## src/rtl/multi_port_fifo.sv

```systemverilog
// Multi-push / multi-pop synchronous FIFO with wrap-bit pointers, flush and sticky error flags.
// Optional FIFO_WATERMARK_EN adds a high_water output tracking peak occupancy since reset.
module multi_port_fifo #(
  parameter int unsigned DEPTH      = 8,
  parameter int unsigned DATA_WIDTH = 8,
  parameter int unsigned MULTI_PUSH = 1,
  parameter int unsigned MULTI_POP  = 1
) (
  input  logic                          clk,
  input  logic                          rst,
  input  logic                          flush,
  input  logic [$clog2(MULTI_PUSH):0]   push_cnt,
  input  logic [DATA_WIDTH-1:0]         data_in [MULTI_PUSH],
  input  logic [$clog2(MULTI_POP):0]    poll_cnt,
  output logic [DATA_WIDTH-1:0]         data_out [MULTI_POP],
  output logic [$clog2(MULTI_POP):0]    ready_cnt,
  output logic [$clog2(DEPTH):0]        free_cnt,
  output logic [$clog2(DEPTH):0]        count,
`ifdef FIFO_WATERMARK_EN
  output logic [$clog2(DEPTH):0]        high_water,
`endif
  output logic                          full,
  output logic                          empty,
  output logic                          overflow,
  output logic                          underflow,
  input  logic                          err_clr
);

  localparam int unsigned AW  = $clog2(DEPTH);
  localparam int unsigned PW  = AW + 1;
  localparam int unsigned POW = $clog2(MULTI_POP) + 1;

  logic [DATA_WIDTH-1:0] mem [DEPTH];

  logic [PW-1:0] w_ptr_q, w_ptr_d;
  logic [PW-1:0] r_ptr_q, r_ptr_d;
  logic          overflow_q, overflow_d;
  logic          underflow_q, underflow_d;

  logic          push_ok, poll_ok, push_fire;
  logic [AW-1:0] wr_idx [MULTI_PUSH];
  logic [AW-1:0] rd_idx [MULTI_POP];

  // Status is derived purely from registered state.
  always_comb begin
    count    = w_ptr_q - r_ptr_q;
    free_cnt = PW'(DEPTH) - count;
    full     = (count == PW'(DEPTH));
    empty    = (count == '0);
    if (32'(count) >= MULTI_POP) begin
      ready_cnt = POW'(MULTI_POP);
    end else begin
      ready_cnt = POW'(count);
    end
  end

  always_comb begin
    for (int i = 0; i < MULTI_POP; i++) begin
      rd_idx[i]   = r_ptr_q[AW-1:0] + AW'(i);
      data_out[i] = mem[rd_idx[i]];
    end
    for (int k = 0; k < MULTI_PUSH; k++) begin
      wr_idx[k] = w_ptr_q[AW-1:0] + AW'(k);
    end
  end

  // Both checks use pre-cycle counts; a same-cycle poll never makes room for a push.
  assign push_ok   = (32'(push_cnt) <= MULTI_PUSH) && (32'(push_cnt) <= 32'(free_cnt));
  assign poll_ok   = (32'(poll_cnt) <= 32'(ready_cnt));
  assign push_fire = push_ok && !flush && !rst;

  always_comb begin
    w_ptr_d     = w_ptr_q;
    r_ptr_d     = r_ptr_q;
    overflow_d  = overflow_q & ~err_clr;
    underflow_d = underflow_q & ~err_clr;
    if (flush) begin
      r_ptr_d = w_ptr_q;
    end else begin
      if (push_ok) begin
        w_ptr_d = w_ptr_q + PW'(push_cnt);
      end else begin
        overflow_d = 1'b1;
      end
      if (poll_ok) begin
        r_ptr_d = r_ptr_q + PW'(poll_cnt);
      end else begin
        underflow_d = 1'b1;
      end
    end
  end

  always_ff @(posedge clk) begin
    if (rst) begin
      w_ptr_q     <= '0;
      r_ptr_q     <= '0;
      overflow_q  <= 1'b0;
      underflow_q <= 1'b0;
    end else begin
      w_ptr_q     <= w_ptr_d;
      r_ptr_q     <= r_ptr_d;
      overflow_q  <= overflow_d;
      underflow_q <= underflow_d;
    end
  end

  // Storage is intentionally not reset.
  always_ff @(posedge clk) begin
    for (int k = 0; k < MULTI_PUSH; k++) begin
      if (push_fire && (k < 32'(push_cnt))) begin
        mem[wr_idx[k]] <= data_in[k];
      end
    end
  end

  assign overflow  = overflow_q;
  assign underflow = underflow_q;

`ifdef FIFO_WATERMARK_EN
  logic [PW-1:0] high_water_q;
  logic [PW-1:0] count_d;

  assign count_d = w_ptr_d - r_ptr_d;

  always_ff @(posedge clk) begin
    if (rst) begin
      high_water_q <= '0;
    end else if (count_d > high_water_q) begin
      high_water_q <= count_d;
    end
  end

  assign high_water = high_water_q;
`endif

endmodule
```

## config.mk

```make
export PLATFORM = sky130hd
export DESIGN_NAME = multi_port_fifo
export DESIGN_NICKNAME = d
export VERILOG_FILES = /design/src/rtl/multi_port_fifo.sv
export SDC_FILE = /design/constraint.sdc
export NUM_CORES = 1
export LEC_CHECK = 0
export CORE_ASPECT_RATIO = 0.9
export CORE_MARGIN = 4
export CORE_UTILIZATION = 45
export CTS_CLUSTER_DIAMETER = 100
export DETAILED_ROUTE_END_ITERATION = 10
export HOLD_SLACK_MARGIN = 0.1
export MAX_ROUTING_LAYER = met4
export PLACE_DENSITY = 0.66
export SLEW_MARGIN = 20
export SYNTH_ARGS = -nofsm -noshare
export SYNTH_HDL_FRONTEND = slang
export SYNTH_SLANG_ARGS = --single-unit
```

## constraint.sdc

```tcl
create_clock -name clk -period 6.7 [get_ports clk]
set_clock_uncertainty 0.1 [all_clocks]
set_input_delay 1.34 -clock clk [delete_from_list [all_inputs] [get_ports clk]]
set_output_delay 1.34 -clock clk [all_outputs]
set_load 0.02 [all_outputs]
```

==> impl_metrics.yaml <==
clock_tree:
  clock_latency_ns: 0.34
  clk_pin_slew_ns: 0.08
  clk_path_buf_depth: 2
  cts_tree: "yes"
  post_cts_resized: 0
  cts_buffers: 9
  cts_htree_levels: 3
  cts_hold_buffers: 0
  root_buffer: "clkbuf_8"
  post_cts_buffers: 0
  cts.sinks: 77
finish:
  fin_cells: 346
  finalInstanceArea_sq_um: 4040
  fin_util_pct: 56.2
  final_net_count: 274
  diodes: 0
  fillers: 560
  areaGrowthSynthToFinish_pct: 19.6
  drive_gt1_share_pct: 23.3
  multi_input_area_sq_um: 1130
  seq_area_sq_um: 2180
synthesis:
  synth_warnings: 0
  synth_area_sq_um: 3380
  synth-seq-cells: 77
  synth_cell_types: 40
  synthFlopType: "edfxtp_1"
  syn_nets: 233
  ys_seq_area_share_pct: 64.6
  synth_edf_count: 64
  syn_avg_cell_area_sq_um: 16.3
  synthArstFlopShare_pct: 0
  synthCells: 207
setup_path:
  path_delay_family: "buffers and inverters"
  cp-start-kind: "flop"
  critPathSlowestCell: "clkdlybuf4s50_1"
  crit_chain: "inv_1, ha_1, fa_1, xor2_2, inv_2, nor3_2, xnor3_1, inv_1, clkdlybuf4s50_1"
  worst-path-buf-inv: 4
  worst-setup-path-type: "flop to output port"
  critPathMaxStageDelay_ns: 0.61
  crit_path_frequent_cell: "inv_1"
  arrival_ns: 3.16
  required_ns: 5.26
  critPathMaxFanout: 8
  cp-end-kind: "output port"
power_and_ir_drop:
  total_power_mw: 1.10
  peakVddDrop_mv: 0.137
  p_leak_nw: 1.38
  p_per_area_nw_per_um2: 272
global_route:
  antenna_found_initial: 0
  grt_max_degree: 17
  use_met1_pct: 21.1
  track_usage_pct: 15.0
  met3_usage_pct: 3.95
  grt-ovfl-total: 0
  use_met2_pct: 21.3
  grt-busiest-layer: "met2"
  first_global_vias: 1807
  grt_pass1_wl_um: 9770
timing:
  post-route-min-period_ns: 4.60
  fmax_mhz: 217
  maxSlewViolCount: 0
  period_share_pct: 68.7
  worst_pin_slew_ns: 0.875
  rsz0062_at_grt: "no"
  hold_violations: 0
  slew_headroom_pct: 41.4
  fin_setup_tns_ns: 0
  finalSetupViolCount: 0
floorplanning:
  start_util_pct: 47.0
  io_pins: 35
  die_x_um: 99.3
  coreArea_sq_um: 7180
  die_y_um: 90.2
  rows: 29
  die_area_sq_um: 8960
placement:
  placed_area_sq_um: 3860
  gp_congestion: 0.780
  post-dp-hpwl_um: 4160
  placed_cells: 330
  numPortBuffers: 34
outcome:
  status: "completed"
route:
  totalWireLength_um: 6130
  vias: 1849
  wire_per_inst_um: 17.7
  post-route-drc-count: 0
  ant_nets: 0
  vias_per_cell: 5.34
  dr.pass1.iters: 4
  drt_iter0_drc: 66
job:
  drv_cap: 0
min_path:
  hp-class: "flop to flop"
layout make-up:
type | instances | share of cell area (%)
inverter | 14 | 1.30
sequential | 77 | 54.0
multi-input combinational | 107 | 27.9
timing repair buffer | 39 | 9.36
tap | 93 | 2.88
clock buffer | 9 | 3.07
clock inverter | 7 | 1.43
final timing paths:
kind	startpoint	end	slack, ns	cells past startpoint
worst max-delay path	w_ptr_q[0]$_SDFFE_PP0P_	free_cnt[3]	2.10	9
worst min-delay path	overflow$_SDFF_PP0_	overflow$_SDFF_PP0_	0.39	2
worst max register to register	w_ptr_q[0]$_SDFFE_PP0P_	mem[5][1]$_DFFE_PP_	2.99	9
worst min register to register	overflow$_SDFF_PP0_	overflow$_SDFF_PP0_	0.39	2
cell usage after synthesis (all sizes together) (2+ instances only):
| cell type | count | area (sq um) |
|---|---|---|
| nand3 | 5 | 25.0 |
| mux2i | 4 | 40.0 |
| nor4 | 3 | 18.8 |
| a21oi | 4 | 20.0 |
| mux4 | 16 | 360 |
| or3 | 3 | 18.8 |
| clkbuf | 4 | 15.0 |
| nand2b | 7 | 43.8 |
| and3 | 2 | 15.0 |
| o21ai | 3 | 18.8 |
| edfxtp | 64 | 1920 |
| a211oi | 3 | 22.5 |
| inv | 14 | 52.6 |
| a311oi | 2 | 17.5 |
| nor2 | 12 | 45.0 |
| xor2 | 2 | 25.0 |
| nand2 | 3 | 11.3 |
| nor3 | 3 | 25.0 |
| dfxtp | 13 | 260 |
| mux2 | 10 | 113 |
| nor2b | 3 | 18.8 |
| ha | 11 | 138 |
| buf | 5 | 25.0 |
sequential cells by signal (all words and copies together) (netlist names), named ones only:
signal,flops
overflow,1
mem,64
r_ptr_q,4
w_ptr_q,4
underflow,1
per-stage QoR:
step | setup slack (ns) | hold WS, ns
2_1_floorplan | 3.04 | 0.395
3_3_place_gp | 2.52 | 0.386
3_5_place_dp | 2.46 | 0.386
4_1_cts | 2.08 | 0.404
5_1_grt | 1.89 | 0.446
6_report | 2.10 | 0.395
layout by cell type, fill, tap and decap left out, types with 4 or more instances in the layout:
cell type        Yosys  routed
a21oi_1              4       4
buf_4                1       5
clkbuf_8             0       9
clkdlybuf4s50_1      0      34
dfxtp_1             13      13
edfxtp_1            64      64
ha_1                11      11
inv_1               13      13
mux2_2              10      10
mux2i_1              4       4
mux4_2              16      16
nand2b_1             7       7
nand3_1              5       5
nor2_1              12      12
where the power goes:
part           internal [mW]  total, mW  switching, mW
clock                  0.139      0.313          0.174
combinational          0.120      0.248          0.128
sequential             0.527      0.539         0.0117
total                  0.786       1.10          0.314
kinds of logic (layout without fill, tap and decap cells):
kind of cell             Yosys count  in the layout  synth area share, %
flip-flops                        77             77                 64.6
AND/OR/NAND/NOR                   45             45                 7.48
multiplexers                      30             30                 15.2
buffers and inverters             23             69                 2.74
AO/OA/AOI/OAI                     16             16                 3.44
adder cells (fa/ha/maj)           12             12                 4.67
XOR/XNOR                           4              4                 1.89
per-layer routing:
metal,up-vias,wire length [um]
met5,-,0
met4,0,55
met3,9,271
met2,44,2900
met1,918,2900
li1,878,-
worst register-to-register path, stage by stage, from the launching register on:
cell and delay, ns:
dfxtp_1 0.53, inv_1 0.12, ha_1 0.23, fa_1 0.40, xor2_2 0.24, inv_2 0.10, nor3_2 0.12, xnor3_1 0.32
a2111o_1 0.47, nor2_1 0.71
(Power assumes the default switching activity.)
